**src/rtl/branch_pkg.sv**
```systemverilog
// Shared types and constants for the branch resolution unit and its BHT.
package branch_pkg;

    localparam logic [2:0] F3_BEQ  = 3'b000;
    localparam logic [2:0] F3_BNE  = 3'b001;
    localparam logic [2:0] F3_BLT  = 3'b100;
    localparam logic [2:0] F3_BGE  = 3'b101;
    localparam logic [2:0] F3_BLTU = 3'b110;
    localparam logic [2:0] F3_BGEU = 3'b111;

    typedef logic [1:0] bht_ctr_t;

    typedef enum logic {
        IDLE,
        FLUSH
    } br_state_e;

    localparam bht_ctr_t BHT_INIT = 2'b01;

    function automatic bht_ctr_t bht_sat_next(input bht_ctr_t ctr, input logic taken);
        bht_ctr_t nxt;
        nxt = ctr;
        if (taken && (ctr != 2'b11)) begin
            nxt = ctr + 2'b01;
        end else if (!taken && (ctr != 2'b00)) begin
            nxt = ctr - 2'b01;
        end
        return nxt;
    endfunction

endpackage

```
**src/rtl/bht_2bit.sv**
```systemverilog
// Branch history table of 2-bit saturating counters: one combinational read
// port for fetch and one synchronous update port for EX.
module bht_2bit
    import branch_pkg::*;
#(
    parameter int unsigned BHT_DEPTH = 16,
    localparam int unsigned IDX = $clog2(BHT_DEPTH)
) (
    input  logic           clk_i,
    input  logic           rst_ni,
    input  logic [IDX-1:0] rd_idx_i,
    output bht_ctr_t       rd_ctr_o,
    input  logic           upd_en_i,
    input  logic [IDX-1:0] upd_idx_i,
    input  logic           upd_taken_i
);

    bht_ctr_t ctr_q [BHT_DEPTH];
    bht_ctr_t upd_ctr_d;

    // Read sees the stored value, so a same-cycle update is not forwarded.
    assign rd_ctr_o = ctr_q[rd_idx_i];

    always_comb begin
        upd_ctr_d = bht_sat_next(ctr_q[upd_idx_i], upd_taken_i);
    end

    always_ff @(posedge clk_i or negedge rst_ni) begin
        if (!rst_ni) begin
            for (int unsigned i = 0; i < BHT_DEPTH; i++) begin
                ctr_q[i] <= BHT_INIT;
            end
        end else if (upd_en_i) begin
            ctr_q[upd_idx_i] <= upd_ctr_d;
        end
    end

endmodule

```
**src/rtl/branch_resolve_unit.sv**
```systemverilog
// Resolves conditional branches and jumps in EX, trains the BHT, and issues a
// registered redirect plus a fixed-length flush on mispredict.
module branch_resolve_unit
    import branch_pkg::*;
#(
    parameter int unsigned BHT_DEPTH    = 16,
    parameter int unsigned FLUSH_CYCLES = 2
) (
    input  logic        clk_i,
    input  logic        rst_ni,
    input  logic [31:0] if_pc_i,
    output logic        pred_taken_o,
    input  logic        ex_valid_i,
    input  logic        ex_is_jump_i,
    input  logic [31:0] ex_pc_i,
    input  logic [2:0]  ex_funct3_i,
    input  logic        ex_pred_taken_i,
    input  logic [31:0] ex_target_i,
    output logic        br_unsigned_o,
    input  logic        br_less_i,
    input  logic        br_equal_i,
    output logic        redirect_valid_o,
    output logic [31:0] redirect_pc_o,
    output logic        flush_o,
    output logic        br_illegal_o
);

    localparam int unsigned IDX   = $clog2(BHT_DEPTH);
    localparam int unsigned CNT_W = 3;

    br_state_e        state_q, state_d;
    logic [CNT_W-1:0] cnt_q, cnt_d;
    logic             redirect_valid_q, redirect_valid_d;
    logic [31:0]      redirect_pc_q, redirect_pc_d;
    logic             flush_q, flush_d;
    logic             illegal_q, illegal_d;

    logic             taken;
    logic             reserved_f3;
    logic             accept;
    logic             mispredict;
    bht_ctr_t         rd_ctr;

    logic             unused_pc_bits;
    assign unused_pc_bits = ^{if_pc_i[31:IDX+2], if_pc_i[1:0]};

    assign br_unsigned_o = ex_funct3_i[1];

    always_comb begin
        taken       = 1'b0;
        reserved_f3 = 1'b0;
        if (ex_is_jump_i) begin
            taken = 1'b1;
        end else begin
            unique case (ex_funct3_i)
                F3_BEQ:           taken = br_equal_i;
                F3_BNE:           taken = !br_equal_i;
                F3_BLT, F3_BLTU:  taken = br_less_i;
                F3_BGE, F3_BGEU:  taken = !br_less_i;
                default:          reserved_f3 = 1'b1;
            endcase
        end
    end

    // While flushing, the EX slot holds a squashed instruction and is ignored.
    assign accept     = ex_valid_i && (state_q == IDLE);
    assign mispredict = accept && (taken != ex_pred_taken_i);

    bht_2bit #(
        .BHT_DEPTH(BHT_DEPTH)
    ) u_bht (
        .clk_i      (clk_i),
        .rst_ni     (rst_ni),
        .rd_idx_i   (if_pc_i[IDX+1:2]),
        .rd_ctr_o   (rd_ctr),
        .upd_en_i   (accept && !ex_is_jump_i),
        .upd_idx_i  (ex_pc_i[IDX+1:2]),
        .upd_taken_i(taken)
    );

    assign pred_taken_o = rd_ctr[1];

    always_comb begin
        state_d          = state_q;
        cnt_d            = cnt_q;
        redirect_valid_d = 1'b0;
        redirect_pc_d    = redirect_pc_q;
        illegal_d        = accept && reserved_f3;

        unique case (state_q)
            IDLE: begin
                if (mispredict) begin
                    state_d          = FLUSH;
                    cnt_d            = CNT_W'(FLUSH_CYCLES - 1);
                    redirect_valid_d = 1'b1;
                    redirect_pc_d    = taken ? ex_target_i : (ex_pc_i + 32'd4);
                end
            end
            FLUSH: begin
                if (cnt_q == '0) begin
                    state_d = IDLE;
                end else begin
                    cnt_d = cnt_q - 1'b1;
                end
            end
            default: state_d = IDLE;
        endcase

        flush_d = (state_d == FLUSH);
    end

    always_ff @(posedge clk_i or negedge rst_ni) begin
        if (!rst_ni) begin
            state_q          <= IDLE;
            cnt_q            <= '0;
            redirect_valid_q <= 1'b0;
            redirect_pc_q    <= '0;
            flush_q          <= 1'b0;
            illegal_q        <= 1'b0;
        end else begin
            state_q          <= state_d;
            cnt_q            <= cnt_d;
            redirect_valid_q <= redirect_valid_d;
            redirect_pc_q    <= redirect_pc_d;
            flush_q          <= flush_d;
            illegal_q        <= illegal_d;
        end
    end

    assign redirect_valid_o = redirect_valid_q;
    assign redirect_pc_o    = redirect_pc_q;
    assign flush_o          = flush_q;
    assign br_illegal_o     = illegal_q;

endmodule

```
**config.mk**
```make
export PLATFORM = sky130hd
export DESIGN_NAME = branch_resolve_unit
export DESIGN_NICKNAME = d
export VERILOG_FILES = /design/src/rtl/branch_pkg.sv /design/src/rtl/bht_2bit.sv /design/src/rtl/branch_resolve_unit.sv
export SDC_FILE = /design/constraint.sdc
export NUM_CORES = 1
export LEC_CHECK = 0
export ABC_AREA = 1
export CAP_MARGIN = 25
export CORE_UTILIZATION = 45
export CTS_CLUSTER_SIZE = 12
export DETAILED_ROUTE_END_ITERATION = 8
export GPL_TIMING_DRIVEN = 0
export PLACE_DENSITY = 0.77
export SLEW_MARGIN = 20
export SYNTH_ARGS = -nofsm -noshare
export SYNTH_HDL_FRONTEND = slang
export SYNTH_SLANG_ARGS = --single-unit
```
**constraint.sdc**
```tcl
create_clock -name clk_i -period 4.4 [get_ports clk_i]
set_input_delay 0.88 -clock clk_i [delete_from_list [all_inputs] [get_ports clk_i]]
set_output_delay 0.88 -clock clk_i [all_outputs]
set_load 0.02 [all_outputs]
```
# == Yosys cells after proc, flatten, opt, wreduce, memory -nomap -nowiden ==
# Cells that the tools add are included.
# totals
output_inout_bits,37
word_cells,82
ff_bits,70
input_bits,106
# classes
eq_ne,9
n_addsub,4
n_lt_le_gt_ge,3
n_reduce_logical,19
muxes,23
bitwise_logic,3
# ops
operator,n
adder 32 x 3 -> 32 bit (second input constant),1
bitwise mux 32 bit,1
two-way mux 32 bit,1
binary-select mux 2 bit (select 4 bit),2
two-way mux 2 bit,7
equality test 3 bit (second input constant),4
greater-or-equal comparator 5 bit (second input constant),2
NOT 4 -> 5 bit,2
demux 2 bit (select 4 bit),1
logical AND 1 bit,7
logical NOT 3 bit,2
two-way mux 1 bit,6
two-way mux 3 bit,2
!= test 2 bit (second input constant),3
one-hot mux 3 bit (2 select lines),1
OR reduction 6 bit,1
less-than comparator 5 x 1 -> 1 bit (second input constant),1
logical NOT 1 bit,4
one-hot mux 1 bit (4 select lines),1
AND reduction 2 bit,2
OR reduction 2 bit,2
equality test 3 x 1 -> 1 bit (second input constant),1
subtractor 3 x 1 -> 3 bit (second input constant),1
adder 2 x 1 -> 2 bit (second input constant),1
other kinds (5),5

# == Logic depth before layout (Yosys ltp) ==
# Gate-level depths: netlist of run 1.
# logic_depth
word_depth,9
mapped_depth,20
mapped_depth_nobuf,17

# == By module ==
# From an unflattened synthesis of run 1, not the netlist that was laid out.
# unflattened
hier_cells,812
hier_area_um2,5106.1
# modules_own_cells
mod,area_per_inst_um2,seq_area_each_um2,cells_each,instances
branch_resolve_unit,2836.5,950.9,468,1
bht_2bit,2269.7,820.8,344,1

# == Worst setup path before layout of run 1 ==
# Ideal clock, no wire load.
# synth_path
path_kind,input-to-output
start,in if_pc_i[2]
end,out pred_taken_o
setup_slack_ps,1410
cell_stages,6
n_path_buf,2
t_required_ps,3520
arrival_time_ps,2110
cell_sequence,clkbuf_1 > clkbuf_1 > o21ai_1 > o21ai_0 > nor2_1 > o31ai_1
# synth_via
elab_chain_cells,4
# synth_lines
item,line,source
from (decl),branch_resolve_unit.sv:11,"input logic [31:0] if_pc_i,"
NOT 4 -> 5 bit (implied by the code),bht_2bit.sv:22,assign rd_ctr_o = ctr_q[rd_idx_i];
binary-select mux 2 bit (select 4 bit),bht_2bit.sv:22,
two-way mux 2 bit (implied by the code) (2 in series),bht_2bit.sv:22,
to (decl),branch_resolve_unit.sv:12,"output logic pred_taken_o,"
# No other way between the ends. The select of a mux whose other input is x is not followed.

# == Final worst setup path of run 1 ==
# layout_path
start,in if_pc_i[3]
end,out pred_taken_o
# The elaborated chain is that of the path after synthesis.

==> results.cfg, run 1 <==
[sta]
hold_ws_ns = 0.451
slew_headroom_pct = 57.3
rsz0062_at_grt = false
hold_viol = 0
finalCritPeriodShare_pct = 80.5
tightest_slew_ns = 0.640
setup_ws_ns = 0.859
setup_tns_ns = 0
fin_crit_ns = 3.54
max_freq_ghz = 0.282
skew_ns = 0.00616
finalSetupViolations = 0
slew_viol_final = 0

[yosys]
netlist_area_mm2 = 0.00473
synth_common_cells = 289 x nand2_1, 76 x inv_1, 76 x nor2_1
ys_ff_latch = 70
synthCells = 710
synthTopCellsByArea = dfrtp_1 29%, nand2_1 23%, dfstp_2 8.9%, inv_1 6.0%, nor2_1 6.0%
yosysSeqAreaShare_pct = 37.5
synth_edf_count = 0
synth_top_area_share_pct = 28.6
postSynthAreaPerCell_um2 = 6.66
ys_types = 35
synth-main-ff-cell = dfrtp_1
synthesis.nets = 824
async_flop_share_pct = 100
yosys.area.top_type = dfrtp_1
yosysMostFrequentCell = nand2_1
ys_warn_count = 0

[final_layout]
antenna_cells = 0
drive_gt1_share_pct = 10.6
areaGrowthSynthToFinish_pct = 31.9
num-fill-cells = 968
nNetsFinal = 949

[worst_setup_path]
slowest_delay_ns = 0.64
crit_type = primary input to primary output
required_ns = 3.52
critPathMaxFanout = 6
end_kind = primary output
cp_top_family = buffers and inverters
crit_path_cell_trace = clkdlybuf4s50_1 -> inv_1 -> o21ai_0 -> nor2_1 -> o31ai_1 -> clkdlybuf4s50_1
startpoint_type = primary input
regToRegSetupSlack_ns = 2.30
path_common_cell = clkdlybuf4s50_1
cp.arrival_ns = 2.66
cpMaxStageDelayCell = clkdlybuf4s50_1
critical_path_buf_inv_count = 3

[global_route]
grt_pass1_wl_mm = 23.2
gr-total-overflow = 0
grt_use_total_pct = 26.7
grt_pass1_vias = 4953
antenna_found_initial = 0
grt_max_degree = 41

[detailed_routing]
viasPerCell = 5.04
drc = 0
drt_pre_antenna_iters = 5
drt_wl_total_mm = 13.9
vias = 4916
drt_iter0_drc = 264
ant_nets = 0
wire_per_inst_um = 14.2

[clock_tree]
clk_latency_ns = 0.36
cts_root_buf = clkbuf_8
ctsHoldBuffers = 0
cts_buffers = 9
cts_tree = done
htreeDepth = 3
cts_resized = 0
cts.path.max_buffers = 2
cts.clk_slew.worst_paths_ns = 0.08
cts.sinks = 70
post_cts_buffers = 0

[place]
port_buffers = 113
hpwl_mm = 10.7
globalplace.congestion = 0.928
place_ws_ns = 0.878

[die]
fp.dieH_um = 105
die_w_um = 105
core_mm2 = 0.0103
start_util_pct = 46.0
ios = 143
rows = 37
die_area_mm2 = 0.0109

[power_and_ir_drop]
powerDensity_mw_per_mm2 = 450
p_leak_nw = 2.99
ir_drop_uv = 236

[flow_run]
drv_cap = 0

[hold_path]
min_path_type = primary input to asynchronous set/reset pin

[run_status]
status = finished, final reports clean
## per-stage QoR
stage	cell area (um2)	utilization, %	power (mW)	cells
2_1_floorplan	4730	-	1.73	710
3_3_place_gp	6030	58.7	2.26	959
3_5_place_dp	6050	58.9	2.29	960
4_1_cts	6240	60.7	2.83	976
5_1_grt	6240	60.7	2.99	976
6_report	6240	60.7	2.81	976
## flip-flops by register name (all words and copies together), names as in the netlist
register          flops
redirect_pc_o        32
u_bht.ctr_q          32
cnt_q                 3
br_illegal_o          1
flush_o               1
redirect_valid_o      1
## worst register-to-register path, cell delays in order (launching register included)
cell,delay [ns]
dfstp_2,0.54
nor2_1,0.04
nor2_1,0.10
o21ai_2,0.06
o21ai_1,0.08
nand2_1,0.08
nand2_2,0.09
inv_1,0.05
nand2_2,0.07
ha_1,0.15
inv_1,0.05
nand2_1,0.10
nand2_1,0.09
inv_1,0.07
nand2_2,0.06
nand2_4,0.12
buf_12,0.16
nand2_2,0.05
nand2_1,0.07
## path summary, 6_finish.rpt
kind | from | endpoint | cells past startpoint
setup / recovery | if_pc_i[3] | pred_taken_o | 6
hold / removal | rst_ni | redirect_pc_o[24] | 1
setup reg to reg | u_bht.ctr_q[14] | u_bht.ctr_q[8] | 18
hold reg to reg | u_bht.ctr_q[24] | u_bht.ctr_q[24] | 2
max in group asynchronous | rst_ni | u_bht.ctr_q[30] | 2
min in group clk_i | u_bht.ctr_q[24] | u_bht.ctr_q[24] | 2
## cell usage in the layout, fill, tap and decap left out, types with 2 or more instances in the layout
| cell type | Yosys | final |
|---|---|---|
| nor2_4 | 4 | 4 |
| buf_12 | 1 | 2 |
| nor3_1 | 15 | 15 |
| nor2_1 | 76 | 76 |
| clkinv_2 | 0 | 4 |
| inv_2 | 4 | 4 |
| clkinvlp_4 | 0 | 2 |
| nand3_1 | 31 | 31 |
| buf_2 | 8 | 8 |
| buf_6 | 4 | 4 |
| clkbuf_8 | 0 | 9 |
| nand3b_1 | 3 | 3 |
| nand2_2 | 18 | 18 |
| buf_4 | 3 | 4 |
| nand2_4 | 2 | 2 |
| nand3_2 | 3 | 3 |
| o211ai_1 | 18 | 18 |
| xor2_1 | 8 | 8 |
| nand4_1 | 6 | 6 |
| o21ai_1 | 14 | 14 |
| inv_1 | 76 | 76 |
| nand2_1 | 289 | 289 |
| dfrtp_1 | 54 | 54 |
| dfstp_2 | 16 | 16 |
| a21oi_1 | 8 | 8 |
| nor2_2 | 2 | 2 |
| clkdlybuf4s50_1 | 0 | 112 |
| ha_1 | 8 | 8 |
| xnor2_1 | 6 | 6 |
| clkbuf_1 | 6 | 6 |
| or2_0 | 3 | 3 |
| or2_2 | 4 | 4 |
| o21ai_0 | 14 | 14 |
## cell families after synthesis
| family | synth area share (%) |
|---|---|
| buf+inv | 9.65 |
| simple gates | 40.9 |
| xor+xnor | 2.59 |
| fa+ha+maj | 2.12 |
| compound gates | 7.33 |
| flops | 37.5 |
## final cells by class
| class | count | area (um2) | area share [%] |
|---|---|---|---|
| clock inverters | 7 | 65.1 | 1.04 |
| well taps | 136 | 170 | 2.73 |
| clock buffers | 9 | 124 | 1.99 |
| multi-input cells | 537 | 2500 | 40.1 |
| flip-flops and latches | 70 | 1770 | 28.4 |
| plain buffers | 22 | 150 | 2.41 |
| inverters | 81 | 307 | 4.91 |
| repair buffers | 114 | 1150 | 18.4 |
## layer usage
metal  vias to the layer above  track usage [%]  wire length [um]
li1                       2446                -                 -
met1                      2264             33.3              6010
met2                       186             45.6              6670
met3                        20             5.36               913
met4                         0             9.59               291
met5                         -                0                 0
## where the power goes
| part | switching (mW) | leakage [nW] | internal, mW |
|---|---|---|---|
| clock network | 0.264 | 0.0948 | 0.258 |
| logic | 0.681 | 2.04 | 0.549 |
| registers | 0.139 | 0.854 | 0.919 |
(Power assumes the default switching activity.)
==> run 2: changes to the inputs <==
==> constraint.sdc (replaced) <==
create_clock -name clk_i -period 3.3 [get_ports clk_i]
set_input_delay 0.66 -clock clk_i [delete_from_list [all_inputs] [get_ports clk_i]]
set_output_delay 0.66 -clock clk_i [all_outputs]
set_load 0.02 [all_outputs]
==> results of run 2 <==
The final DEF is identical to that of run 1. Status: finished, final reports clean.
Main changes from that run: setup slack after placement 0.878 ns -> 0.164 ns; setup slack after layout 0.859 ns -> 0.199 ns; hold slack 0.451 ns -> 0.231 ns; register-to-register setup slack 2.30 ns -> 1.20 ns; total power 2.81 mW -> 3.75 mW; worst IR drop on VDD 236 uV -> 314 uV
